===== config.mk =====
export PLATFORM = sky130hd
export DESIGN_NAME = grid_evt_fifo
export DESIGN_NICKNAME = d
export VERILOG_FILES = /design/src/rtl/grid_evt_fifo.sv
export SDC_FILE = /design/constraint.sdc
export NUM_CORES = 1
export LEC_CHECK = 0
export ABC_CLOCK_PERIOD_IN_PS = 2390
export CAP_MARGIN = 10
export CORE_UTILIZATION = 50
export CTS_BUF_LIST = sky130_fd_sc_hd__clkbuf_4 sky130_fd_sc_hd__clkbuf_8
export DETAILED_ROUTE_END_ITERATION = 10
export HOLD_SLACK_MARGIN = 0.06
export PLACE_DENSITY = 0.83
export SLEW_MARGIN = 30
export SYNTH_ARGS = -nofsm -noshare
export SYNTH_HDL_FRONTEND = slang
export SYNTH_SLANG_ARGS = --single-unit

===== constraint.sdc =====
create_clock -name clk -period 2.39 [get_ports clk]
set_input_delay 0.5975 -clock clk [delete_from_list [all_inputs] [get_ports clk]]
set_output_delay 0.5975 -clock clk [all_outputs]
set_load 0.1 [all_outputs]

===== src/rtl/grid_evt_fifo.sv =====
// Rising-edge event capture for the 3-lane grid output, queued in a FWFT FIFO.
// Define GRID_EVT_TSTAMP_EN to build the timestamp counter; otherwise the ts field is 0.
module grid_evt_fifo #(
    parameter int DEPTH = 8,
    parameter int TS_W  = 13
) (
    input  logic                     clk,
    input  logic                     rst_n,
    input  logic [2:0]               grid_q,
    input  logic                     evt_ready,
    output logic                     evt_valid,
    output logic [TS_W+2:0]          evt_data,
    output logic [$clog2(DEPTH):0]   fill,
    output logic                     ovf,
    input  logic                     ovf_clr
);

    localparam int              AW       = $clog2(DEPTH);
    localparam int              EVT_W    = TS_W + 3;
    localparam logic [AW:0]     FULL_CNT = (AW+1)'(DEPTH);
    localparam logic [AW:0]     ONE_CNT  = (AW+1)'(1);

    logic [2:0]       grid_p1;
    logic [2:0]       rise_p0;
    logic             req_p0;
    logic [TS_W-1:0]  ts_p0;
    logic [EVT_W-1:0] entry_p0;

    logic [EVT_W-1:0] mem [DEPTH];
    logic [AW-1:0]    wr_ptr;
    logic [AW-1:0]    rd_ptr;
    logic [AW-1:0]    rd_nxt;
    logic [AW:0]      fill_q;
    logic [EVT_W-1:0] head_q;
    logic [EVT_W-1:0] head_nxt;
    logic             ovf_q;

    logic             vld_p1;
    logic             full;
    logic             pop;
    logic             push;
    logic             drop;

    // Stage p0: edge detect against the previous sample, build the event word
    assign rise_p0  = grid_q & ~grid_p1;
    assign req_p0   = |rise_p0;
    assign entry_p0 = {ts_p0, rise_p0};

    always_ff @(posedge clk or negedge rst_n) begin
        if (!rst_n) begin
            grid_p1 <= 3'b000;
        end else begin
            grid_p1 <= grid_q;
        end
    end

`ifdef GRID_EVT_TSTAMP_EN
    always_ff @(posedge clk or negedge rst_n) begin
        if (!rst_n) begin
            ts_p0 <= '0;
        end else begin
            ts_p0 <= ts_p0 + 1'b1;
        end
    end
`else
    assign ts_p0 = '0;
`endif

    // Stage p1: FIFO storage and handshake
    assign vld_p1 = (fill_q != '0);
    assign full   = (fill_q == FULL_CNT);
    assign pop    = vld_p1 & evt_ready;
    assign push   = req_p0 & (~full | pop);
    assign drop   = req_p0 & full & ~pop;
    assign rd_nxt = rd_ptr + 1'b1;

    always_ff @(posedge clk) begin
        if (push) begin
            mem[wr_ptr] <= entry_p0;
        end
    end

    always_ff @(posedge clk or negedge rst_n) begin
        if (!rst_n) begin
            wr_ptr <= '0;
            rd_ptr <= '0;
            fill_q <= '0;
        end else begin
            if (push) begin
                wr_ptr <= wr_ptr + 1'b1;
            end
            if (pop) begin
                rd_ptr <= rd_nxt;
            end
            unique case ({push, pop})
                2'b10:   fill_q <= fill_q + 1'b1;
                2'b01:   fill_q <= fill_q - 1'b1;
                default: fill_q <= fill_q;
            endcase
        end
    end

    // Registered head so evt_data keeps the last shown event once the FIFO empties
    always_comb begin
        head_nxt = head_q;
        if (pop) begin
            if (fill_q != ONE_CNT) begin
                head_nxt = mem[rd_nxt];
            end else if (push) begin
                head_nxt = entry_p0;
            end
        end else if (!vld_p1 && push) begin
            head_nxt = entry_p0;
        end
    end

    always_ff @(posedge clk or negedge rst_n) begin
        if (!rst_n) begin
            head_q <= '0;
            ovf_q  <= 1'b0;
        end else begin
            head_q <= head_nxt;
            if (drop) begin
                ovf_q <= 1'b1;
            end else if (ovf_clr) begin
                ovf_q <= 1'b0;
            end
        end
    end

    assign evt_valid = vld_p1;
    assign evt_data  = head_q;
    assign fill      = fill_q;
    assign ovf       = ovf_q;

endmodule

* Word-level counts from Yosys, hierarchy flattened
Memories as Yosys holds them, arrays and structs flattened.
Cells that the tools add are included.
** Storage, ports and cells
- Register bits :: 30
- Latch bits :: 0
- Memory bits (writable) :: 24
- Bits in read-only memories :: 0
- Input bits :: 7
- Memories kept :: 1
** Cells by class
- Add/sub/neg operators :: 4
- Multiply operators :: 0
- Div/mod/pow operators :: 0
- Order comparisons :: 0
- Equality and inequality tests :: 5
- Shifts and indexed selects :: 0
- Muxes and demuxes :: 9
- Bitwise logic cells :: 9
- Reduce and logical (&&, ||, !) cells :: 8
** Memories
- mem :: depth 8, width 3, rd ports 1, clocked after memory_dff 0, wr ports 1, RTL line 29 : logic [EVT_W-1:0] mem [DEPTH];
** Operators by type and width (number)
- $mux W16 :: 4
- $pmux W4 S2 :: 1
- $add A3 B1 Y3 const B :: 2
- $reduce_bool A2 Y1 :: 3
- $add A4 B1 Y4 const B :: 1
- $and A1 B1 Y1 :: 4
- $eq A4 B4 Y1 const B :: 1
- $mux W1 :: 4
- $ne A4 B1 Y1 const B :: 1
- $reduce_bool A4 Y1 :: 1
- $sub A4 B1 Y4 const B :: 1
- $and A3 B3 Y3 :: 1
- $ne A3 B1 Y1 const B :: 1
- $not A3 Y3 :: 1
- $reduce_or A3 Y1 :: 1
- $eq A2 B1 Y1 const B :: 1
- $eq A2 B2 Y1 const B :: 1
- $not A1 Y1 :: 2
- $reduce_and A2 Y1 :: 1
- $logic_and A1 B1 Y1 :: 1
- $logic_not A1 Y1 :: 1
- $or A1 B1 Y1 :: 1

* Depth between registers and ports, before layout
- Depth after elaboration :: 7
- Gate-level depth with buffers :: 7
- Gate-level depth less buffers :: 7

* Least setup slack after synthesis
No wires, ideal clock.
- Path kind :: flip-flop to flip-flop
- Start :: register fill_q[1] (netlist: fill[1])
- End :: register fill_q[3] (netlist: fill[3])
- Library setup time :: 161 ps
- Arrival time :: 2422 ps
- Setup slack :: -193 ps
- Stages on the path, launching flop included :: 8
- Clock period less this slack :: 2583 ps
- Path through :: dfrtp_1 > inv_1 > ha_1 > or3b_4 > nand2_2 > nor2_2 > a21oi_1 > xnor2_1
** Between the ends
- Longest elaborated chain between the ends :: 6
- Elaborated cells between the ends (all ways) :: 12
** RTL lines
- start: declaration :: RTL line 33 : logic [AW:0] fill_q;
- start signal: assignment :: RTL line 96 : 2'b10: fill_q <= fill_q + 1'b1;
- start signal: assignment :: RTL line 97 : 2'b01: fill_q <= fill_q - 1'b1;
- start signal: assignment :: RTL line 98 : default: fill_q <= fill_q;
- $reduce_bool A4 Y1 (*) :: RTL line 70 : assign vld_p1 = (fill_q != '0);
- via evt_valid :: RTL line 11 : output logic evt_valid,
- $and A1 B1 Y1 (*) :: RTL line 72 : assign pop = vld_p1 & evt_ready;
- $or A1 B1 Y1 :: RTL line 73 : assign push = req_p0 & (~full | pop);
- $and A1 B1 Y1 :: RTL line 73
- $eq A2 B1 Y1 or $eq A2 B2 Y1 (tied branches) :: RTL line 95 : unique case ({push, pop})
- $pmux W4 S2 or $reduce_bool A2 Y1 (tied branches)
Mark *: on every way through the listed nets, which the timed path passes. The rest lies on a longest branch.
A chain may end at the register's enable or synchronous reset.

* Worst setup path in the final report
- Start :: register fill_q[1] (netlist: fill[1])
- End :: output port evt_valid
** Between the ends
- Longest elaborated chain between the ends :: 1
** RTL lines (RTL line)
- $reduce_bool A4 Y1 :: 70
- end: declaration :: 11
Every way passes these cells.

==> flow_summary.json <==
{
  "portBuffers": 15,
  "first_pass_iters": 4,
  "drtAntennaViolNets": 0,
  "power.density_mw_per_mm2": 1420,
  "cts_hold_buffers": 0,
  "drv_cap": 0,
  "critical_path_required_ns": 1.79,
  "grt_max_degree": 13,
  "wl_per_cell_um": 14.5,
  "worstSetupStartpointType": "flip-flop",
  "yosys_warnings": 0,
  "hold_viol": 0,
  "final_core_util_pct": 60.9,
  "drcViolationCount": 0,
  "power_w": 0.00321,
  "period_needed_ns": 2.31,
  "totalWireLength_um": 3320,
  "crit_arrival_ns": 1.71,
  "area_growth_pct": 15.3,
  "layout_commonest_cell": "edfxtp_1",
  "ir_worst_vdd_mv": 0.869,
  "syn_inst": 152,
  "die_h_um": 64.7,
  "rows": 22,
  "synth.avg_cell_area_um2": 12.9,
  "period_share_pct": 96.5,
  "hp-start": "evt_data[1]",
  "die_width_um": 64.7,
  "outcome": "complete, no violations",
  "rr_startpoint": "rd_ptr[0]",
  "htreeDepth": 2,
  "grt_pass1_wl_um": 5470,
  "dieArea_mm2": 0.00418,
  "async_reset_ff_share_pct": 41.5,
  "rsz0062_at_grt": "no",
  "initial_core_util_pct": 52.8,
  "final_cell_mix": "edfxtp_1, buf_4, nand2_1",
  "seq_area_frac_synth_pct": 58.4,
  "cts-root-buf": "clkbuf_8",
  "multi_input_area_um2": 737,
  "drive_gt1_share_pct": 25.4,
  "ys.flop_type": "edfxtp_1",
  "hpwl_um": 2440,
  "cp_max_fo": 7,
  "diodes": 0,
  "yosysUniqueCellTypes": 38,
  "cts_tree": "built",
  "final_max_slew_viol_count": 0,
  "numCtsBuffers": 5,
  "final-seq-area_mm2": 0.00115,
  "grt_usage_pct": 18.1,
  "grt_overflow": 0,
  "clk_pin_slew_ns": 0.07,
  "hp-class": "flip-flop to flip-flop",
  "ys_seq_elements": 41,
  "grt_pass1_vias": 1172,
  "critPathLaunch": "fill[1]",
  "cts.sinks": 41,
  "drt-initial-drc-count": 41,
  "clock_latency_ns": 0.29,
  "antenna_found_initial": 0,
  "post_drt_via_cell_ratio": 5.31,
  "coreArea_mm2": 0.00372,
  "ios": 29,
  "critical_path_class": "flip-flop to primary output",
  "p_leak_nw": 0.904,
  "synth.cell_area_mm2": 0.00196,
  "hold_ws_ns": 0.490,
  "cts.path.max_buffers": 2,
  "fin_skew_ns": 0.00723,
  "synth_edf_count": 24,
  "n_fill_cell": 291,
  "fin_nets": 192,
  "max_freq_ghz": 0.433,
  "critPathCaptureType": "primary output",
  "setup_viol": 0,
  "num_vias": 1215,
  "gp_routability_congestion": 0.767
}
## synth_stat cells (2+ instances only)
master / instances / area [µm²]
mux4_2: 4 / 90.1
ha_1: 5 / 62.6
nor2b_1: 3 / 18.8
and2_4: 2 / 17.5
buf_4: 13 / 97.6
o21ai_0: 2 / 10.0
nand2_1: 17 / 63.8
nand3_1: 3 / 15.0
edfxtp_1: 24 / 721
o21ai_1: 4 / 20.0
a31o_2: 3 / 26.3
mux4_1: 2 / 52.6
xnor2_1: 6 / 52.6
nand2_2: 2 / 12.5
o22ai_1: 3 / 18.8
dfrtp_1: 17 / 425
nor2_1: 8 / 30.0
buf_2: 2 / 10.0
inv_1: 4 / 15.0
nor3_1: 6 / 30.0
nand2b_1: 5 / 31.3
## registers in the layout, indices dropped and copies added (netlist names)
| register | count |
|---|---|
| mem | 24 |
| wr_ptr | 3 |
| ovf | 1 |
| grid_p1 | 3 |
| evt_data | 3 |
| rd_ptr | 3 |
| fill | 4 |
## critical path: stages, from the launching register on
cell and delay [ns]:
dfrtp_2 0.45, inv_1 0.11, ha_2 0.23, or3b_4 0.44
buf_12 0.18
## metrics by stage
step | setup TNS [ns] | cell area, µm² | std cells | setup slack (ns)
finish | 0 | 2260 | 229 | 0.0825
global route | 0 | 2260 | 229 | 0.0233
CTS | 0 | 2260 | 229 | 0.0474
detailed placement | -0.0816 | 2170 | 221 | -0.0272
global placement | 0 | 2170 | 221 | 0.110
floorplan | 0 | 2010 | 164 | 0.101
## layout make-up
| class | count | area share, % |
|---|---|---|
| clock inverters | 1 | 0.166 |
| multi-input cells | 103 | 32.6 |
| repair buffers | 25 | 9.51 |
| inverters | 4 | 0.663 |
| flip-flops and latches | 41 | 50.7 |
| clock buffers | 7 | 3.70 |
| well taps | 48 | 2.65 |
## timing repair
action,CTS,global route
hold endpoints to repair,0,0
endpoints found under the setup margin,0,1
setup buffers,0,0
gates resized for setup,0,1
## final timing paths
path	end	slack, ns	cells past startpoint
worst min register to register	evt_data[1]	0.49	2
max in group asynchronous	fill[1]	1.31	2
worst max-delay path	evt_valid	0.08	4
worst max register to register	evt_data[2]	0.33	5
min in group asynchronous	ovf	0.60	1
worst min-delay path	evt_data[1]	0.49	2
## routing by layer
layer	wire (µm)	vias up	track usage, %
li1	-	579	-
met1	1530	595	24.1
met2	1610	34	27.8
met3	118	7	4.93
met4	60	0	7.78
met5	0	-	0
## report_power, final
part           internal, W  total (W)  switching, W
Sequential        0.000946    0.00112      0.000177
Clock             0.000226   0.000440      0.000214
Combinational     0.000582    0.00165       0.00107
## logic make-up after synthesis
| logic type | after synthesis | share of synthesized area (%) |
|---|---|---|
| and+or+nand+nor | 52 | 13.6 |
| DFF | 41 | 58.4 |
| buffers and inverters | 20 | 6.50 |
| xor gates and xnor gates | 7 | 3.51 |
| AOI/OAI and AO/OA | 20 | 7.33 |
| adders and majority gates | 5 | 3.19 |
| other | 1 | 0.191 |
| muxes | 6 | 7.27 |
Note: power is estimated with default switching activity, not from simulation.
